## config.mk

```make
export PLATFORM = sky130hd
export DESIGN_NAME = scan_codes
export DESIGN_NICKNAME = d
export VERILOG_FILES = /design/src/rtl/scan_codes.sv
export SDC_FILE = /design/constraint.sdc
export NUM_CORES = 1
export LEC_CHECK = 0
export BUFFER_PORTS_ARGS = -buffer_cell sky130_fd_sc_hd__buf_4
export CAP_MARGIN = 10
export CORE_AREA = 2 2 39 41
export CTS_BUF_LIST = sky130_fd_sc_hd__clkbuf_2 sky130_fd_sc_hd__clkbuf_4 sky130_fd_sc_hd__clkbuf_8
export DETAILED_ROUTE_END_ITERATION = 10
export DIE_AREA = 0 0 41 43
export GPL_ROUTABILITY_DRIVEN = 0
export PLACE_DENSITY = 0.65
export RECOVER_POWER = 25
export SYNTH_ARGS = -nofsm -noshare
export SYNTH_HDL_FRONTEND = slang
export SYNTH_SLANG_ARGS = --single-unit
```

## constraint.sdc

```tcl
create_clock -name i_clk -period 1.5 [get_ports i_clk]
set_clock_uncertainty 0.1 [all_clocks]
set_input_delay 0.45 -clock i_clk [delete_from_list [all_inputs] [get_ports i_clk]]
set_output_delay 0.45 -clock i_clk [all_outputs]
set_load 0.02 [all_outputs]
```

## src/rtl/scan_codes.sv

```systemverilog
// PS/2 set-2 break-sequence decoder for the top-row digit keys 1..9,0.
// A recognised F0xx sequence produces a one-cycle strobe and loads the digit.
module scan_codes (
  input  logic        i_clk,
  input  logic        i_rst_n,
  input  logic [15:0] i_code,
  input  logic        i_status,
  output logic        o_control,
  output logic [3:0]  o_num
);

  localparam int NUM_KEYS = 10;

  // Entry k holds the break sequence for digit (k+1) mod 10, i.e. keys 1..9 then 0.
  localparam logic [15:0] KEY_CODES [NUM_KEYS] = '{
    16'hF016, 16'hF01E, 16'hF026, 16'hF025, 16'hF02E,
    16'hF036, 16'hF03D, 16'hF03E, 16'hF046, 16'hF045
  };

  logic [NUM_KEYS-1:0] hit;
  logic [3:0]          digit_masked [NUM_KEYS];
  logic [3:0]          digit_any;
  logic                hit_any;

  logic                control_reg;
  logic                control_next;
  logic [3:0]          num_reg;
  logic [3:0]          num_next;

  generate
    for (genvar gi = 0; gi < NUM_KEYS; gi++) begin : g_key
      localparam logic [3:0] DIGIT = 4'((gi + 1) % 10);
      assign hit[gi]          = (i_code == KEY_CODES[gi]);
      assign digit_masked[gi] = {4{hit[gi]}} & DIGIT;
    end
  endgenerate

  // Table entries are distinct, so at most one mask is non-zero and OR acts as a mux.
  always_comb begin
    digit_any = 4'd0;
    for (int k = 0; k < NUM_KEYS; k++) begin
      digit_any = digit_any | digit_masked[k];
    end
    hit_any = |hit;
  end

  always_comb begin
    control_next = 1'b0;
    num_next     = num_reg;
    if (i_status && hit_any) begin
      control_next = 1'b1;
      num_next     = digit_any;
    end
  end

  always_ff @(posedge i_clk) begin
    if (!i_rst_n) begin
      control_reg <= 1'b0;
      num_reg     <= 4'd0;
    end else begin
      control_reg <= control_next;
      num_reg     <= num_next;
    end
  end

  assign o_control = control_reg;
  assign o_num     = num_reg;

endmodule

```

==> results.py, run 1 <==
metrics = {
    "timing": {
        "relSlewSlack": 0.808,
        "finalHoldViolCount": 0,
        "setup_violations": 0,
        "tightest_slew_ps": 288,
        "fmax_mhz": 690,
        "period_minus_slack_ps": 1450,
        "rsz0062_at_grt": "true",
        "fin_crit_sh": 0.966,
        "final_max_slew_viol_count": 0,
    },
    "global_route": {
        "grt_pass1_wl_um": 1990,
        "grt_pass1_vias": 487,
        "gr-total-overflow": 0,
        "antenna_found_initial": 0,
        "grt_max_degree": 9,
        "grt_usage": 0.167,
    },
    "synthesis": {
        "synth_nets": 72,
        "ys_warn_count": 0,
        "synth_edf_count": 0,
        "synth.avg_cell_area_um2": 8.40,
        "synth_cell_types": 31,
        "synthArstFlopShare": 0,
        "syn_inst": 53,
        "ys_seq_area_frac": 0.225,
        "netlist_area_um2": 445,
        "synthFlopType": "dfxtp_1",
        "ys_ff_latch": 5,
    },
    "run_status": {
        "status": "completed",
    },
    "pwr": {
        "combPwrFrac": 0.269,
        "power_frac_seq": 0.318,
        "power_density_nw_per_um2": 559,
        "peakVddDrop_uv": 516,
        "switching_share": 0.252,
        "internal_power_uw": 317,
        "pwr-share-clk": 0.413,
        "switching_power_uw": 107,
        "p_leak_nw": 0.340,
    },
    "detailed_routing": {
        "drtIter0Drc": 7,
        "drt-total-wl_um": 1250,
        "antenna_left": 0,
        "num_vias": 531,
        "drt_pass1_iterations": 4,
        "vias_per_cell": 5.36,
        "drc": 0,
        "post_drt_wl_per_cell_um": 12.6,
    },
    "final_layout": {
        "layout_common_cells": "buf_4 (26), dfxtp_1 (5), nand4_1 (4), nand2_1 (4), clkbuf_4 (4)",
        "nets": 103,
        "drive_above_1_share": 0.518,
        "diodes": 0,
        "fill_cells": 132,
        "syn2layout_area_growth_pct": 70.2,
        "final_area_um2": 758,
        "fin_cells": 99,
        "layout_commonest_cell": "buf_4",
        "final_util": 0.548,
    },
    "min_path": {
        "hold_class": "flip-flop to flip-flop",
        "hold_start": "o_num[1]",
        "min_path_cells": 2,
        "hold-path-endpoint": "o_num[1]",
    },
    "critical_path": {
        "crit_type": "primary input to flip-flop",
        "critPathLaunchType": "primary input",
        "arrival_ps": 1480,
        "reg2reg_from": "o_num[2]",
        "r2r_end": "o_num[2]",
        "r2r_cells": 2,
        "path_max_fanout": 4,
        "crit_path_end_kind": "flip-flop",
        "rrSetupSlack_ps": 750,
        "worstPathRequired_ps": 1540,
    },
    "place": {
        "place_inst": 94,
        "dp_hpwl_um": 973,
        "place_area_um2": 689,
        "portBuffers": 23,
    },
    "clock_tree": {
        "clock-root-buffer": "clkbuf_4",
        "path_clk_slew_ps": 40,
        "cts_tree": "yes",
        "cts-htree-levels": 1,
        "hold_buffers": 0,
        "clk_latency_ps": 240,
        "cts_sinks": 5,
        "clock_path_buffers": 2,
        "cts_buffers": 3,
    },
    "die": {
        "dieArea_um2": 1760,
        "core_um2": 1380,
        "rows": 14,
        "ios": 24,
        "die_w_um": 41,
        "die_h_um": 43,
        "start_util": 0.322,
    },
    "run": {
        "max_cap_viol_count": 0,
    },
}
==> through the flow <==
stage | power [mW] | setup TNS (ps) | worst slack (ps) | hold WS [ps]
after CTS | 0.419 | -2.02 | -2.02 | 393
after detailed placement | 0.240 | -1130 | -262 | 387
final | 0.424 | 0 | 51.6 | 392
after global routing | 0.454 | -34.2 | -34.2 | 413
after global placement | 0.238 | -1040 | -225 | 399
after floorplan | 0.184 | -180 | -69.7 | 454
==> worst max path at each step <==
stage	startpoint	end	slack, ps	cells past startpoint
floorplan	i_code[6]	o_num[0]	-70	5
global placement	i_code[5]	o_num[0]	-230	6
detailed placement	i_code[7]	o_num[2]	-260	6
CTS	i_code[7]	o_num[2]	-2	6
global route	i_code[7]	o_num[3]	-30	6
finish	i_code[5]	o_control	50	6
==> state kept, by name (all words and copies together) (netlist names) <==
signal,flops
o_num,4
o_control,1
==> Yosys cell counts (all sizes together) (2+ instances only) <==
library cell	number	area share
nand2	4	0.034
nand4	4	0.056
and3	3	0.053
nor2	3	0.025
nor3b	3	0.073
inv	2	0.017
xor2	2	0.039
o21ai	2	0.022
nand3	3	0.034
a21oi	4	0.045
buf	2	0.042
dfxtp	5	0.22
==> kinds of logic after synthesis <==
family / Yosys count / share of synthesized area
simple gates: 28 / 0.433
compound gates: 12 / 0.202
flops: 5 / 0.225
buf+inv: 4 / 0.0590
xor+xnor: 3 / 0.0590
mux: 1 / 0.0225
==> routing by layer <==
metal | GRT usage | vias up | wire length [µm] | part of all wire
met5 | 0 | - | 0 | 0
met4 | 0.0400 | 0 | 4 | 0.0032
met3 | 0.0785 | 2 | 116 | 0.093
met2 | 0.253 | 22 | 615 | 0.49
met1 | 0.206 | 242 | 512 | 0.41
li1 | - | 265 | - | -
==> critical path, stage by stage <==
cell	delay, ps
buf_4	140
xnor2_2	210
nor4b_4	70
a311oi_4	330
nand2_1	120
and3_1	150
==> power groups by stage <==
stage               Clock, mW  Sequential (mW)  Combinational [mW]
floorplan                   0            0.138              0.0455
global placement            0            0.137               0.101
detailed placement          0            0.137               0.102
CTS                     0.182            0.135               0.103
global route            0.196            0.135               0.123
finish                  0.175            0.135               0.114
==> area by class of cell <==
cell class,instances,area (µm²),share of cell area
multi-input combinational,44,382,0.503
tap,16,20.0,0.0264
inverter,2,7.51,0.00990
clock buffer,4,30.0,0.0396
timing repair buffer,28,219,0.289
sequential,5,100,0.132
==> repair_timing <==
item,CTS,global route
setup endpoints to repair,1,5
endpoints found under the hold margin,0,0
cloned,0,0
pin swaps,0,6
setup buffers,0,1
gates resized for setup,0,7
(Power assumes the default switching activity.)
==> run 2: changes to the inputs <==
ABC_CLOCK_PERIOD_IN_PS = 1500   (was not set)
BUFFER_PORTS_ARGS = not set   (was -buffer_cell sky130_fd_sc_hd__buf_4)
DONT_BUFFER_PORTS = 1   (was not set)
PLACE_DENSITY = not set   (was 0.65)
==> results.py, run 2 (same netlist as run 1, synthesis figures left out) <==
metrics = {
    "run_status": {
        "status": "completed",
    },
    "place": {
        "dp_hpwl_um": 830,
        "portBuffers": 0,
        "place_area_um2": 489,
        "place_inst": 69,
    },
    "clock_tree": {
        "clock_path_buffers": 2,
        "path_clk_slew_ps": 40,
        "clk_latency_ps": 240,
        "cts-htree-levels": 1,
        "cts_buffers": 3,
        "clock-root-buffer": "clkbuf_4",
        "cts_tree": "yes",
        "cts_sinks": 5,
    },
    "detailed_routing": {
        "wl_met1_um": 404,
        "wl_met2_um": 532,
        "drt_pass1_iterations": 4,
        "wl_met3_um": 93,
        "vias_per_cell": 5.85,
        "top_layer_used": "met4",
        "drc": 0,
        "drt-total-wl_um": 1050,
        "post_drt_wl_per_cell_um": 14.4,
        "drtIter0Drc": 6,
        "antenna_left": 0,
        "num_vias": 427,
    },
    "critical_path": {
        "crit_path_end_kind": "flip-flop",
        "r2r_cells": 2,
        "rrSetupSlack_ps": 590,
        "path_max_fanout": 5,
        "r2r_end": "o_num[2]",
        "arrival_ps": 1460,
        "critPathMaxStageDelay_ps": 400,
        "crit_family": "simple AND/OR/NAND/NOR gates",
        "crit_start": "i_code[7]",
        "worstPathRequired_ps": 1580,
        "crit_path_top_delay_cell": "a2111o_1",
        "reg2reg_from": "o_num[2]",
        "worstPathCellList": "nor3b_2 -> and3_1 -> a211oi_1 -> a2111o_1 -> nand3_1",
        "crit_type": "primary input to flip-flop",
        "critPathLaunchType": "primary input",
        "path_buf_inv": 0,
    },
    "final_layout": {
        "final_util": 0.382,
        "largest_register_ffs": 4,
        "layout_commonest_cell": "dfxtp_1",
        "final_area_um2": 528,
        "fin_cells": 73,
        "syn2layout_area_growth_pct": 18.5,
        "layout_common_cells": "dfxtp_1 (5), a21oi_1 (4), nand4_1 (4), nand2_1 (4), clkbuf_4 (4)",
        "nets": 77,
        "diodes": 0,
        "drive_above_1_share": 0.263,
    },
    "timing": {
        "period_minus_slack_ps": 1380,
        "final_max_slew_viol_count": 0,
        "finalHoldViolCount": 0,
        "fmax_mhz": 727,
        "tightest_slew_ps": 310,
        "setup_violations": 0,
        "tns_ps": 0,
        "fin_crit_sh": 0.917,
        "rsz0062_at_grt": "false",
        "relSlewSlack": 0.793,
    },
    "run": {
        "max_cap_viol_count": 0,
    },
    "pwr": {
        "p_leak_nw": 0.200,
        "p_total_uw": 356,
        "peakVddDrop_uv": 346,
        "power_density_nw_per_um2": 674,
    },
    "die": {
        "core_um2": 1380,
        "start_util": 0.322,
        "dieArea_um2": 1760,
        "ios": 24,
        "die_h_um": 43,
        "die_w_um": 41,
        "rows": 14,
    },
    "global_route": {
        "grt_pass1_wl_um": 1700,
        "antenna_found_initial": 0,
        "grt_max_degree": 9,
        "grt_usage": 0.142,
        "grt_pass1_vias": 438,
        "gr-total-overflow": 0,
    },
    "min_path": {
        "min_path_cells": 2,
        "hold-path-endpoint": "o_num[1]",
        "hold_class": "primary input to flip-flop",
        "hold_start": "i_rst_n",
    },
}
==> run 2: layout make-up <==
cell class / count / area, µm²
Sequential cell: 5 / 100
Fill cell: 144 / 856
Timing Repair Buffer: 2 / 15.0
Multi-Input combinational cell: 44 / 355
Tap cell: 16 / 20.0
Clock buffer: 4 / 30.0
Inverter: 2 / 7.51
==> run 2: power breakdown <==
| group | internal, mW | switching, mW | leakage [nW] |
|---|---|---|---|
| Combinational | 0.0228 | 0.0208 | 0.141 |
| Clock | 0.119 | 0.0578 | 0.0184 |
| Sequential | 0.134 | 0.00173 | 0.0403 |
==> run 2: per-stage QoR <==
| step | worst slack, ps | hold slack, ps |
|---|---|---|
| 2_1_floorplan | -69.7 | 454 |
| 4_1_cts | 80.8 | 244 |
| 5_1_grt | 9.19 | 253 |
| 3_3_place_gp | -95.9 | 487 |
| 3_5_place_dp | -165 | 486 |
| 6_report | 125 | 243 |
==> run 2: metal layers <==
| metal | track usage | up-vias |
|---|---|---|
| met5 | 0 | - |
| met4 | 0.0800 | 0 |
| met3 | 0.0419 | 2 |
| met2 | 0.234 | 18 |
| met1 | 0.148 | 196 |
| li1 | - | 211 |
==> run 2: how the worst max path moves through the flow <==
stage	endpoint	slack [ps]	cells past startpoint
2_1_floorplan	o_num[0]	-70	5
3_3_place_gp	o_control	-100	5
3_5_place_dp	o_num[2]	-170	5
4_1_cts	o_num[2]	80	5
5_1_grt	o_num[3]	9	5
6_report	o_num[0]	120	5
==> run 2: repair_timing <==
action                     CTS  global route
gates resized for setup      0             1
hold endpoints to repair     0             0
hold buffers                 0             0
setup buffers                0             0
setup endpoints to repair    0             1
==> run 3: changes to the inputs <==
ABC_CLOCK_PERIOD_IN_PS = 1200   (was 1500)
BUFFER_PORTS_ARGS = -buffer_cell sky130_fd_sc_hd__buf_4   (was not set)
DONT_BUFFER_PORTS = not set   (was 1)
PLACE_DENSITY = 0.65   (was not set)
clock period = 1.2 ns   (was 1.5 ns; I/O delays follow)
==> results.py, run 3 (same netlist as run 1, synthesis figures left out) <==
metrics = {
    "run_status": {
        "status": "finished, violations left",
        "violations": "negative setup slack",
    },
    "pwr": {
        "peakVddDrop_uv": 345,
        "p_leak_nw": 0.379,
        "power_density_nw_per_um2": 666,
    },
    "critical_path": {
        "critPathLaunchType": "primary input",
        "path_max_fanout": 5,
        "crit_type": "primary input to flip-flop",
        "reg2reg_from": "o_num[2]",
        "crit_family": "simple AND/OR/NAND/NOR gates",
        "arrival_ps": 1420,
        "r2r_cells": 2,
        "worstPathCellList": "buf_12 -> xor2_2 -> and3_4 -> a311oi_4 -> nand2_1 -> and3_1",
        "worstPathRequired_ps": 1250,
        "r2r_end": "o_num[2]",
        "crit_path_end_kind": "flip-flop",
        "path_buf_inv": 1,
        "crit_path_top_delay_cell": "a311oi_4",
        "rrSetupSlack_ps": 470,
        "critPathMaxStageDelay_ps": 290,
    },
    "final_layout": {
        "layout_common_cells": "buf_4 (18), buf_6 (8), nand4_1 (4), nand2_1 (4), clkbuf_4 (4)",
        "layout_commonest_cell": "buf_4",
        "nets": 105,
        "syn2layout_area_growth_pct": 95.5,
        "diodes": 0,
        "drive_above_1_share": 0.659,
        "largest_register_ffs": 4,
        "fin_cells": 101,
    },
    "die": {
        "dieArea_um2": 1760,
        "rows": 14,
        "start_util": 0.322,
        "die_h_um": 43,
        "core_um2": 1380,
        "die_w_um": 41,
        "ios": 24,
    },
    "timing": {
        "finalHoldViolCount": 0,
        "rsz0062_at_grt": "true",
        "period_minus_slack_ps": 1380,
        "setup_slack_ps": -176,
        "setup_violations": 7,
        "fin_crit_sh": 1.15,
        "fmax_mhz": 727,
        "final_max_slew_viol_count": 0,
        "tns_ps": -620,
        "relSlewSlack": 0.782,
        "tightest_slew_ps": 327,
    },
    "clock_tree": {
        "clk_latency_ps": 260,
        "cts-htree-levels": 1,
        "cts_sinks": 5,
        "cts_tree": "yes",
        "clock-root-buffer": "clkbuf_4",
        "clock_path_buffers": 2,
        "cts_buffers": 3,
        "path_clk_slew_ps": 50,
    },
    "global_route": {
        "grt_pass1_vias": 589,
        "gr-total-overflow": 0,
        "antenna_found_initial": 0,
        "grt_usage": 0.195,
        "grt_pass1_wl_um": 2300,
        "grt_max_degree": 9,
    },
    "min_path": {
        "hold_class": "primary input to flip-flop",
        "hold_start": "i_rst_n",
        "min_path_cells": 3,
        "hold-path-endpoint": "o_num[0]",
    },
    "detailed_routing": {
        "antenna_left": 0,
        "post_drt_wl_per_cell_um": 15.6,
        "drt-total-wl_um": 1570,
        "drt_pass1_iterations": 4,
        "vias_per_cell": 5.58,
        "drc": 0,
        "num_vias": 564,
        "drtIter0Drc": 12,
    },
    "place": {
        "place_inst": 96,
        "portBuffers": 23,
        "dp_hpwl_um": 997,
    },
    "run": {
        "max_cap_viol_count": 0,
    },
}
## run 3: metrics by stage
step           setup WS, ps   util  total power [mW]  cell area, µm²  hold slack (ps)
6_report               -176  0.629             0.580             871              291
4_1_cts                -118  0.605             0.573             837              291
3_3_place_gp           -434  0.500             0.298             692              390
2_1_floorplan          -280      -             0.230             480              392
3_5_place_dp           -484  0.500             0.300             692              390
5_1_grt                -213  0.629             0.609             871              317
## run 3: area by class of cell
cell class,instances,area [µm²]
tap,16,20.0
fill,119,513
sequential,5,104
multi-input combinational,44,419
timing repair buffer,30,290
inverter,2,7.51
clock buffer,4,30.0
## run 3: worst register-to-register path, cell delays in order, from the launching register on
cell and delay [ps]:
dfxtp_2 360, nand4_1 80, o311ai_1 100
## run 3: routing by layer
layer,vias to the layer above,global-route usage,wire [µm]
met3,7,0.0628,136
li1,268,-,-
met5,-,0,0
met1,259,0.177,571
met2,30,0.338,804
met4,0,0.127,59
## run 3: what timing repair did
action                     4_1_cts  5_1_grt
setup endpoints to repair        7        9
gates cloned                     0        0
gates resized for setup         26       10
hold buffers                     0        0
pin swaps                       13        6
setup buffers                    1        0
## run 3: power breakdown
part / internal [mW] / total (mW) / switching [mW]
Sequential: 0.167 / 0.168 / 0.000933
Combinational: 0.101 / 0.171 / 0.0696
Clock: 0.150 / 0.241 / 0.0913
## run 3: how the worst max path moves through the flow
stage	startpoint	to	slack (ps)	cells past startpoint
2_1_floorplan	i_code[6]	o_num[0]	-280	5
3_3_place_gp	i_code[7]	o_num[2]	-430	6
3_5_place_dp	i_code[7]	o_num[2]	-480	6
4_1_cts	i_code[3]	o_num[0]	-120	6
5_1_grt	i_code[6]	o_control	-210	6
6_report	i_code[6]	o_control	-180	6
